===== src/rtl/bus_cycle_ctrl.sv =====
// bus_cycle_ctrl
//   Machine-cycle (T-state) sequencer for the 8085 external bus. A one-shot
//   cycle request from decode is expanded into the T1/T2/Twait/T3/(T4) pin
//   pattern. READY inserts wait states, and a watchdog bounds them. HOLD is
//   arbitrated at cycle boundaries.
//
// Handshake: req is a one-shot strobe, not valid/ready. It is sampled only in
//   TIDLE or in the last T-state of a cycle. If it is not sampled there, it is
//   simply not seen. A legal req that is sampled latches cyc_type/addr/wdata
//   and starts T1 on the next edge. Completion is reported by a one-cycle
//   pulse on done.
//
// Ports
//   phi1, rst             clock (rising edge), synchronous active-high reset
//   req, cyc_type         cycle request and type (0 OF, 1 MR, 2 MW, 3 IOR, 4 IOW)
//   addr, wdata           cycle address / write data, latched with req
//   ready, hold           external READY and HOLD
//   ad_in/ad_out/ad_oe    multiplexed AD bus
//   haddress, bus_oe      A15..A8 and the enable for address/strobe pins
//   ALE, RDn, WRn, IOMn   bus strobes
//   S1, S0                cycle status
//   rd_data               captured read data
//   done, busy, hlda      completion pulse, cycle in progress, hold ack
//   wait_timeout          watchdog fired in the current/last cycle
//   state_dbg             current T-state encoding, for observation
module bus_cycle_ctrl #(
    parameter int MAX_WAIT = 15,
    parameter int WAIT_W   = 4
) (
    input  logic        phi1,
    input  logic        rst,
    input  logic        req,
    input  logic [2:0]  cyc_type,
    input  logic [15:0] addr,
    input  logic [7:0]  wdata,
    input  logic        ready,
    input  logic        hold,
    input  logic [7:0]  ad_in,
    output logic [7:0]  ad_out,
    output logic        ad_oe,
    output logic [7:0]  haddress,
    output logic        bus_oe,
    output logic        ALE,
    output logic        RDn,
    output logic        WRn,
    output logic        IOMn,
    output logic        S1,
    output logic        S0,
    output logic [7:0]  rd_data,
    output logic        done,
    output logic        busy,
    output logic        hlda,
    output logic        wait_timeout,
    output logic [2:0]  state_dbg
);

    typedef enum logic [2:0] {
        TIDLE = 3'd0, T1 = 3'd1, T2 = 3'd2, TWAIT = 3'd3,
        T3 = 3'd4, T4 = 3'd5, THOLD = 3'd6
    } state_t;

    state_t              state, state_n;
    logic [7:0]          wdata_q;
    logic [2:0]          type_q;
    logic [WAIT_W-1:0]   wait_cnt, wait_cnt_d;
    logic                req_ok, load, timeout_hit, cycle_end;

    logic [7:0]  ad_out_d, haddress_d, rd_data_d;
    logic        ad_oe_d, bus_oe_d, ale_d, rdn_d, wrn_d, iomn_d, s1_d, s0_d;
    logic        done_d, busy_d, hlda_d, wait_timeout_d;

    // Opcode fetch, memory read and IO read drive RDn. The other types drive WRn.
    function automatic logic is_read(input logic [2:0] t);
        return (t == 3'd0) || (t == 3'd1) || (t == 3'd3);
    endfunction

    assign req_ok    = req && (cyc_type <= 3'd4);
    assign state_dbg = state;

    // State register
    always_ff @(posedge phi1) begin
        if (rst) begin
            state <= TIDLE;
        end else begin
            state <= state_n;
        end
    end

    // Next-state logic
    always_comb begin
        state_n     = state;
        load        = 1'b0;
        timeout_hit = 1'b0;
        cycle_end   = 1'b0;
        case (state)
            TIDLE: begin
                if (hold) begin
                    state_n = THOLD;
                end else if (req_ok) begin
                    state_n = T1;
                    load    = 1'b1;
                end
            end
            T1:    state_n = T2;
            T2:    state_n = ready ? T3 : TWAIT;
            TWAIT: begin
                // The watchdog wins over READY, so a stuck slave cannot hang the bus.
                if (wait_cnt == WAIT_W'(MAX_WAIT)) begin
                    state_n     = T3;
                    timeout_hit = 1'b1;
                end else if (ready) begin
                    state_n = T3;
                end
            end
            T3: begin
                if (type_q == 3'd0) state_n = T4;
                else                cycle_end = 1'b1;
            end
            T4:    cycle_end = 1'b1;
            THOLD: if (!hold) state_n = TIDLE;
            default: state_n = TIDLE;
        endcase
        // At a cycle boundary, hold beats a back-to-back request.
        if (cycle_end) begin
            if (hold) begin
                state_n = THOLD;
            end else if (req_ok) begin
                state_n = T1;
                load    = 1'b1;
            end else begin
                state_n = TIDLE;
            end
        end
    end

    // Output logic: next values of the registered pins, decoded from the state
    // being entered. Each pin therefore settles in the same cycle as its state.
    always_comb begin
        ale_d          = 1'b0;
        rdn_d          = 1'b1;
        wrn_d          = 1'b1;
        ad_oe_d        = 1'b0;
        bus_oe_d       = 1'b1;
        busy_d         = 1'b0;
        hlda_d         = 1'b0;
        ad_out_d       = ad_out;
        haddress_d     = haddress;
        iomn_d         = IOMn;
        s1_d           = S1;
        s0_d           = S0;
        rd_data_d      = rd_data;
        done_d         = cycle_end;
        wait_timeout_d = wait_timeout | timeout_hit;
        wait_cnt_d     = wait_cnt;

        if (state == T3 && is_read(type_q)) rd_data_d = ad_in;

        case (state_n)
            T1: begin
                // T1 is entered only on a load, so the live inputs are the new cycle.
                ale_d          = 1'b1;
                ad_oe_d        = 1'b1;
                busy_d         = 1'b1;
                ad_out_d       = addr[7:0];
                haddress_d     = addr[15:8];
                wait_cnt_d     = '0;
                wait_timeout_d = 1'b0;
                case (cyc_type)
                    3'd0:    {s1_d, s0_d, iomn_d} = 3'b110;
                    3'd1:    {s1_d, s0_d, iomn_d} = 3'b100;
                    3'd2:    {s1_d, s0_d, iomn_d} = 3'b010;
                    3'd3:    {s1_d, s0_d, iomn_d} = 3'b101;
                    3'd4:    {s1_d, s0_d, iomn_d} = 3'b011;
                    default: {s1_d, s0_d, iomn_d} = {S1, S0, IOMn};
                endcase
            end
            T2, TWAIT, T3: begin
                busy_d = 1'b1;
                if (is_read(type_q)) begin
                    rdn_d = 1'b0;
                end else begin
                    wrn_d    = 1'b0;
                    ad_oe_d  = 1'b1;
                    ad_out_d = wdata_q;
                end
                if (state_n == TWAIT) wait_cnt_d = wait_cnt + WAIT_W'(1);
            end
            T4: busy_d = 1'b1;
            THOLD: begin
                bus_oe_d = 1'b0;
                hlda_d   = 1'b1;
            end
            default: ;
        endcase
    end

    // Output and cycle-latch registers
    always_ff @(posedge phi1) begin
        if (rst) begin
            wdata_q      <= '0;
            type_q       <= '0;
            wait_cnt     <= '0;
            ad_out       <= '0;
            ad_oe        <= 1'b0;
            haddress     <= '0;
            bus_oe       <= 1'b1;
            ALE          <= 1'b0;
            RDn          <= 1'b1;
            WRn          <= 1'b1;
            IOMn         <= 1'b0;
            S1           <= 1'b0;
            S0           <= 1'b0;
            rd_data      <= '0;
            done         <= 1'b0;
            busy         <= 1'b0;
            hlda         <= 1'b0;
            wait_timeout <= 1'b0;
        end else begin
            if (load) begin
                wdata_q <= wdata;
                type_q  <= cyc_type;
            end
            wait_cnt     <= wait_cnt_d;
            ad_out       <= ad_out_d;
            ad_oe        <= ad_oe_d;
            haddress     <= haddress_d;
            bus_oe       <= bus_oe_d;
            ALE          <= ale_d;
            RDn          <= rdn_d;
            WRn          <= wrn_d;
            IOMn         <= iomn_d;
            S1           <= s1_d;
            S0           <= s0_d;
            rd_data      <= rd_data_d;
            done         <= done_d;
            busy         <= busy_d;
            hlda         <= hlda_d;
            wait_timeout <= wait_timeout_d;
        end
    end

endmodule

===== config.mk =====
export PLATFORM = sky130hd
export DESIGN_NAME = bus_cycle_ctrl
export DESIGN_NICKNAME = d
export VERILOG_FILES = /design/src/rtl/bus_cycle_ctrl.sv
export SDC_FILE = /design/constraint.sdc
export NUM_CORES = 1
export LEC_CHECK = 0
export CORE_MARGIN = 2
export CORE_UTILIZATION = 44
export CTS_CLUSTER_DIAMETER = 80
export DETAILED_ROUTE_END_ITERATION = 6
export GPL_ROUTABILITY_DRIVEN = 0
export PLACE_DENSITY = 0.9
export SETUP_SLACK_MARGIN = 0.4
export SYNTH_ARGS = -nofsm -noshare
export SYNTH_HDL_FRONTEND = slang
export SYNTH_SLANG_ARGS = --single-unit
export TNS_END_PERCENT = 50

===== constraint.sdc =====
create_clock -name phi1 -period 2.2 [get_ports phi1]
set_input_delay 0.66 -clock phi1 [delete_from_list [all_inputs] [get_ports phi1]]
set_output_delay 0.66 -clock phi1 [all_outputs]
set_load 0.01 [all_outputs]

---- Word-level counts from Yosys, hierarchy flattened ----
Index checks and enable logic that the tools add are counted.
storage, ports and cells
  register bits ........................... 54
operators by class
  add/subtract/negate cells ............... 1
  order comparisons ....................... 1
  eq/ne operators ......................... 21
  multiplexer cells ....................... 35
  bitwise gates (word level) .............. 2
  reduce and logical (&&, ||, !) cells .... 26
operator list
  kind                   count
  $mux W3                9
  $eq A3 B2 Y1 const B   7
  $eq A3 B3 Y1 const B   7
  $pmux W3 S7            1
  $mux W1                16
  $pmux W8 S2            1
  $eq A3 B1 Y1 const B   4
  $reduce_or A3 Y1       4
  $pmux W1 S2            5
  $reduce_and A2 Y1      5
  $reduce_or A2 Y1       5
  $logic_not A3 Y1       3
  $mux W8                1
  $pmux W4 S2            1
  $reduce_bool A2 Y1     4
  $reduce_or A5 Y1       1
  $add A4 B1 Y4 const B  1
  $eq A4 B4 Y1 const B   1
  $mux W4                1
  $ne A2 B2 Y1 const B   2
  $le A3 B3 Y1 const B   1
  $logic_and A1 B1 Y1    2
  $logic_or A1 B1 Y1     2
  $not A1 Y1             1
  $or A1 B1 Y1           1

---- Longest topological paths before layout ----
Gate-level depths: netlist of the first run.
  depth after elaboration ................. 10
  mapped depth ............................ 8
  gate-level depth less buffers ........... 6

---- Worst setup path after synthesis of the first run ----
OpenSTA, ideal clock, no wires.
  path type ............................... in2reg
  from .................................... input port hold
  to ...................................... register S0
  library setup time ...................... 0.128 ns
  data arrival time ....................... 1.820 ns
  required time ........................... 2.072 ns
  setup slack ............................. 0.252 ns
  stages .................................. 7
  path buffers ............................ 2
  cells stage by stage .................... nor2b_1 -> nand2b_1 -> a211oi_2 -> buf_6 -> buf_6 -> mux2i_1 -> nor2_1
between the ends
  cells in the longest elaborated chain, start to end .. 5
  elaborated cells on any way between the ends .. 7
  classes of those cells .................. 1 x eq/ne; 5 x mux; 1 x reduce/logical
RTL lines
  item                               RTL line  RTL
  start: declaration                 37        input logic hold,
  $mux W3, on equally long branches  120, 97
  $pmux W3 S7                        95        case (state)
  $mux W3 (*)                        124       if (cycle_end) begin
  $eq A3 B1 Y1 (*)                   158       case (state_n)
  $reduce_and A2 Y1 (no line) (*)    -
  end signal: assignment             212       S0 <= 1'b0;
  end signal: assignment             233       S0 <= s0_d;
  end: declaration                   48        output logic S0,
Mark *: on every way between the ends. The rest lies on a longest branch, timed or not.
A chain may end at the register's enable or synchronous reset.

---- Worst setup path after layout of the first run ----
  from .................................... register haddress[5]
  to ...................................... output port haddress[5]
RTL lines
  item                      RTL line  RTL
  start: declaration        41        output logic [7:0] haddress,
  start signal: assignment  226       haddress <= haddress_d;
No word-level cell between the ends.

==> results.yml, run 1 <==
outcome:
  outcome: "finished, final reports clean"
route:
  drt_pre_antenna_iters: 4
  viasPerCell: 5.23
  ant_nets: 0
  drc: 0
  drt_iter0_markers: 112
  vias: 1972
  wl_mm: 5.79
  post_drt_wl_per_cell_um: 15.4
placed_design:
  placed_area_mm2: 0.00311
  numPortBuffers: 78
  dp_cells: 361
  dp_hpwl_mm: 3.71
  dp_slack_ns: -0.291
yosys:
  synth_edf_count: 0
  synth-async-reset-ratio: 0
  synth_fp_nets: 252
  synthesis.area_mm2: 0.00216
  synthCells: 211
  yosysSeqAreaShare: 0.501
  avgSynthCellArea_um2: 10.2
  yosysUniqueCellTypes: 42
  ys.warnings.count: 0
  ys_ff_latch: 54
  yosys_most_used_dff: "dfxtp_1"
final_layout:
  fin_area_mm2: 0.00349
  layout.nets: 350
  layout.cells.non_filler: 377
  layout-drive-gt1-share: 0.219
  diodes: 0
  synthToLayoutAreaGrowth_pct: 61.6
  fill_cells: 320
clock_network:
  cts_made_buffers: 5
  cts_sinks: 54
  clkTransAtPathRegs_ns: 0.11
  clock_path_buffers: 2
  root_buffer: "clkbuf_8"
  clock_latency_ns: 0.32
  cts_tree: "built"
  cts_hold_buf: 0
  cts.htree.levels: 2
sta:
  maxSlewViolCount: 0
  rsz0062_at_grt: "yes"
  setup_ws_ns: 0.340
  fin_crit_sh: 0.845
  setup_violations: 0
  finClkSkew_ns: 0.0121
  fmax_mhz: 538
  whs_ns: 0.468
  finalHoldViolations: 0
  maxSlewHeadroom: 0.613
  finalCriticalPeriod_ns: 1.86
  worst_pin_slew_ns: 0.580
power:
  p_sw_mw: 1.01
  p_per_area_mw_per_mm2: 907
  combPwrFrac: 0.397
  switching_share: 0.319
  p_leak_nw: 1.76
  clkPwrFrac: 0.218
  internal-power_mw: 2.16
  ir_worst_vdd_uv: 628
  total_power_mw: 3.17
  share_seq_of_total_power: 0.385
floorplan:
  core_area_mm2: 0.00472
  die_area_mm2: 0.00548
  dieWidth_um: 74.1
  initial_core_util: 0.457
  boundaryPins: 79
  rows: 25
  die_y_um: 74.1
setup_path:
  critPathKind: "register to output pin"
  reg2regPathDepth: 6
  crit_path_end_kind: "output pin"
  critPathArrivalTime_ns: 1.20
  critical_path.startpoint_type: "register"
  cp_slowest_stage_delay_ns: 0.54
  cp_top_family: "buffers and inverters"
  cp.required_ns: 1.54
  reg2reg_from: "type_q[0]$_SDFFE_PP0P_"
  cp_max_fo: 2
  slowest_stage: "clkdlybuf4s50_1"
  reg2reg_to: "ad_out[1]$_SDFFE_PP0P_"
  cp_cell_sequence: "clkdlybuf4s50_1"
  critPathBufInv: 1
  reg2reg_slack_ns: 0.40
worst_hold_path:
  hold_depth: 1
  holdPathEnd: "ad_out[2]$_SDFFE_PP0P_"
  hold_path_class: "register to register"
  worstHoldStart: "ad_out[2]$_SDFFE_PP0P_"
global_route:
  antenna_found_initial: 0
  track_usage: 0.209
  grt_max_degree: 19
  first_global_vias: 1957
  grt.overflow.total: 0
  grt_pass1_wl_mm: 8.80
run:
  drv_cap: 0
## metrics by stage
stage	util	setup TNS (ns)
3_3_place_gp	0.658	-7.04
3_5_place_dp	0.658	-7.95
4_1_cts	0.712	0
2_1_floorplan	-	0
5_1_grt	0.739	0
6_report	0.739	0
## registers in the layout, indices dropped and copies added, names as in the netlist
signal / cells
ad_out: 8
haddress: 8
rd_data: 8
wdata_q: 8
wait_cnt: 4
state_dbg: 3
type_q: 3
ALE: 1
IOMn: 1
RDn: 1
S0: 1
S1: 1
WRn: 1
ad_oe: 1
bus_oe: 1
busy: 1
done: 1
hlda: 1
wait_timeout: 1
## area by class of cell
class                      count  area, um^2  share of cell area
clock inverter                 3        48.8              0.0140
tap                           67        83.8              0.0240
multi-input combinational    143        1130               0.325
sequential                    54        1090               0.313
timing repair buffer         102        1050               0.301
clock buffer                   5        68.8              0.0197
inverter                       3        11.3             0.00323
## timing repair
| action | CTS | global route |
|---|---|---|
| endpoints found under the setup margin | 88 | 72 |
| gates resized for setup | 31 | 47 |
| buffers inserted | 5 | 2 |
| gates cloned | 1 | 0 |
| pin swaps | 7 | 5 |
## worst max path at each step
stage	slack, ns	end	depth (start not counted)	from
after floorplan	0.31	haddress[7]$_SDFFE_PP0P_	7	req
after global placement	-0.26	haddress[2]$_SDFFE_PP0P_	7	req
after detailed placement	-0.29	wdata_q[1]$_SDFFE_PP0P_	7	req
after CTS	0.31	rd_data[2]	1	rd_data[2]$_SDFFE_PP0P_
after global routing	0.31	haddress[5]	1	haddress[5]$_SDFFE_PP0P_
final	0.34	haddress[5]	1	haddress[5]$_SDFFE_PP0P_
## layer usage
metal	global-route usage	routed length [um]
met1	0.252	2410
met2	0.351	2820
met3	0.0569	360
met4	0.0848	199
met5	0	0
## power by group through the flow
| stage | registers, mW | clock network [mW] | logic (mW) |
|---|---|---|---|
| global route | 1.24 | 0.741 | 1.35 |
| floorplan | 1.28 | 0 | 0.571 |
| CTS | 1.21 | 0.701 | 1.20 |
| finish | 1.22 | 0.692 | 1.26 |
| global placement | 1.23 | 0 | 1.05 |
| detailed placement | 1.24 | 0 | 1.07 |
## layout by cell type (no fill, tap or decap), drive strengths merged, types with 5 or more instances in the layout
cell type and n:
dfxtp 54, clkdlybuf4s50 45, nor2 39, mux2i 36
dlymetal6s2s 24, buf 24, clkbuf 8, o2bb2ai 7
nor2b 7, a21oi 5, nand2b 5
## kinds of logic (layout without fill, tap and decap cells)
family	Yosys count	in the layout	synth area share
multiplexers	36	36	0.167
buffers and inverters	14	113	0.0377
AO/OA/AOI/OAI	32	32	0.119
flip-flops	54	54	0.501
AND/OR/NAND/NOR	74	74	0.170
adder cells (fa/ha/maj)	1	1	0.00579
## cell usage after synthesis (all sizes together) (2+ instances only)
library cell,number,area share
a211oi,3,0.015
clkbuf,5,0.0087
and2b,2,0.0075
nor3b,2,0.0070
inv,3,0.0052
a21oi,5,0.012
o2bb2ai,7,0.028
and2,2,0.0058
mux2i,36,0.17
o21ai,3,0.0070
a21boi,2,0.0070
nand2,4,0.0070
a21o,2,0.0070
nand3,4,0.0093
buf,6,0.024
nand2b,5,0.014
nor2b,7,0.020
a311oi,2,0.0081
nor3,4,0.012
nor2,39,0.068
dfxtp,54,0.50
Note: power is estimated with default switching activity, not from simulation.
==> inputs of run 2 (changes only) <==
--- a/config.mk
+++ b/config.mk
@@ -6,11 +6,11 @@
 export NUM_CORES = 1
 export LEC_CHECK = 0
 export CORE_MARGIN = 2
-export CORE_UTILIZATION = 44
+export CORE_UTILIZATION = 40
 export CTS_CLUSTER_DIAMETER = 80
 export DETAILED_ROUTE_END_ITERATION = 6
 export GPL_ROUTABILITY_DRIVEN = 0
-export PLACE_DENSITY = 0.9
+export PLACE_DENSITY = 0.87
 export SETUP_SLACK_MARGIN = 0.4
 export SYNTH_ARGS = -nofsm -noshare
 export SYNTH_HDL_FRONTEND = slang
==> constraint.sdc (replaced) <==
create_clock -name phi1 -period 1.61 [get_ports phi1]
set_input_delay 0.483 -clock phi1 [delete_from_list [all_inputs] [get_ports phi1]]
set_output_delay 0.483 -clock phi1 [all_outputs]
set_load 0.01 [all_outputs]
==> results.yml, run 2 (synthesis gave the netlist of run 1 again) <==
outcome:
  outcome: "complete, but fails checks"
  violations: "negative setup slack"
placed_design:
  placed_area_mm2: 0.00332
  dp_hpwl_mm: 4.19
  dp_cells: 384
  numPortBuffers: 78
clock_network:
  cts_tree: "built"
  clock_path_buffers: 2
  clkTransAtPathRegs_ns: 0.10
  root_buffer: "clkbuf_8"
  cts_sinks: 54
  cts.htree.levels: 2
  clock_latency_ns: 0.31
  cts_made_buffers: 5
power:
  internal-power_mw: 3.24
  clkPwrFrac: 0.202
  p_leak_nw: 1.57
  combPwrFrac: 0.439
  share_seq_of_total_power: 0.358
  p_per_area_mw_per_mm2: 1240
  switching_share: 0.319
  p_sw_mw: 1.51
  ir_worst_vdd_uv: 758
setup_path:
  critPathKind: "input pin to register"
  cp_max_fo: 5
  critPathArrivalTime_ns: 2.02
  crit_path_start: "cyc_type[0]"
  reg2reg_from: "state_dbg[0]$_SDFF_PP0_"
  cp.required_ns: 1.80
  critical_path.startpoint_type: "input pin"
  crit_path_end_kind: "register"
global_route:
  grt_pass1_wl_mm: 9.98
  first_global_vias: 2078
  grt_max_degree: 18
  antenna_found_initial: 0
  track_usage: 0.210
  grt.overflow.total: 0
worst_hold_path:
  hold_path_class: "register to register"
  worstHoldStart: "ad_out[2]$_SDFFE_PP0P_"
final_layout:
  fill_cells: 327
  layout-drive-gt1-share: 0.462
  synthToLayoutAreaGrowth_pct: 77.1
  fin_area_mm2: 0.00382
  final_cell_mix: "35 x dfxtp_1, 35 x mux2i_1, 35 x nor2_1, 35 x buf_4, 32 x clkdlybuf4s50_1"
  layout.cells.non_filler: 408
  diodes: 0
  layout.nets: 378
route:
  wl_mm: 6.68
  vias: 2071
  drt_iter0_markers: 124
  post_drt_wl_per_cell_um: 16.4
  drt_pre_antenna_iters: 4
  viasPerCell: 5.08
  ant_nets: 0
  drc: 0
floorplan:
  rows: 26
  core_area_mm2: 0.00517
  die_area_mm2: 0.00600
  die_y_um: 77.5
  boundaryPins: 79
  initial_core_util: 0.418
  dieWidth_um: 77.5
sta:
  finalHoldViolations: 0
  worst_pin_slew_ns: 0.456
  finalCriticalPeriod_ns: 1.83
  finClkSkew_ns: 0.00494
  setup_violations: 40
  maxSlewHeadroom: 0.693
  fmax_mhz: 547
  maxSlewViolCount: 0
  fin_crit_sh: 1.14
  rsz0062_at_grt: "yes"
  setup_ws_ns: -0.218
run:
  drv_cap: 0
-- run 2: changes by cell type in the layout (fill, tap and decap cells not counted), moves of 11 or more --
cell / previous run / this run
dlymetal6s2s_1: 24 / 0
clkdlybuf4s50_1: 45 / 32
dfxtp_1: 48 / 35
dfxtp_2: 5 / 16
clkdlybuf4s15_2: 0 / 17
buf_4: 17 / 35
buf_6: 5 / 29
-- run 2: what timing repair did --
item                       in CTS  in global routing
gates resized for setup       207                 22
buffers inserted               10                  6
hold buffers                    0                  0
hold endpoints to repair        0                  0
pin swaps                      12                 14
setup endpoints to repair      93                 93
-- run 2: power by group through the flow --
stage	registers (mW)	logic [mW]	clock network (mW)
after floorplan	1.75	0.822	0
after detailed placement	1.68	1.68	0
after global placement	1.68	1.63	0
final	1.70	2.09	0.961
after CTS	1.68	1.88	0.977
after global routing	1.73	2.22	1.03
-- run 2: final cells by class --
type / count / area (um^2) / area share
timing repair buffer: 130 / 1270 / 0.332
multi-input combinational: 143 / 1220 / 0.319
sequential: 54 / 1110 / 0.291
tap: 70 / 87.6 / 0.0229
clock buffer: 6 / 82.6 / 0.0216
clock inverter: 2 / 38.8 / 0.0101
inverter: 3 / 11.3 / 0.00295
-- run 2: per-stage QoR --
stage	utilization	TNS, ns	hold slack (ns)	setup slack [ns]	total power, mW
after floorplan	-	-2.11	0.445	-0.105	2.57
after global placement	0.642	-23.53	0.454	-0.662	3.31
after detailed placement	0.642	-25.88	0.461	-0.733	3.36
after CTS	0.713	-2.85	0.484	-0.115	4.54
after global routing	0.739	-8.21	0.497	-0.268	4.97
final	0.739	-4.30	0.479	-0.218	4.75
-- run 2: worst max-delay path, stage by stage --
cell and delay, ns:
dlygate4sd2_1 0.25, o21ai_2 0.18, a32oi_2 0.18, a211oi_4 0.34, buf_4 0.23, a2bb2oi_1 0.27
nor2_1 0.09
-- run 2: path summary, 6_finish.rpt --
path / slack, ns / to / cells past startpoint
worst max-delay path: -0.22 / wait_cnt[1]$_SDFFE_PP0P_ / 7
worst min-delay path: 0.48 / ad_out[2]$_SDFFE_PP0P_ / 1
worst max register to register: -0.21 / wait_cnt[1]$_SDFFE_PP0P_ / 7
worst min register to register: 0.48 / ad_out[2]$_SDFFE_PP0P_ / 1
-- run 2: metal layers --
metal / up-vias / GRT usage / routed length, um
li1: 986 / - / -
met1: 982 / 0.227 / 2580
met2: 82 / 0.397 / 3540
met3: 21 / 0.0465 / 334
met4: 0 / 0.0768 / 221
met5: - / 0 / 0
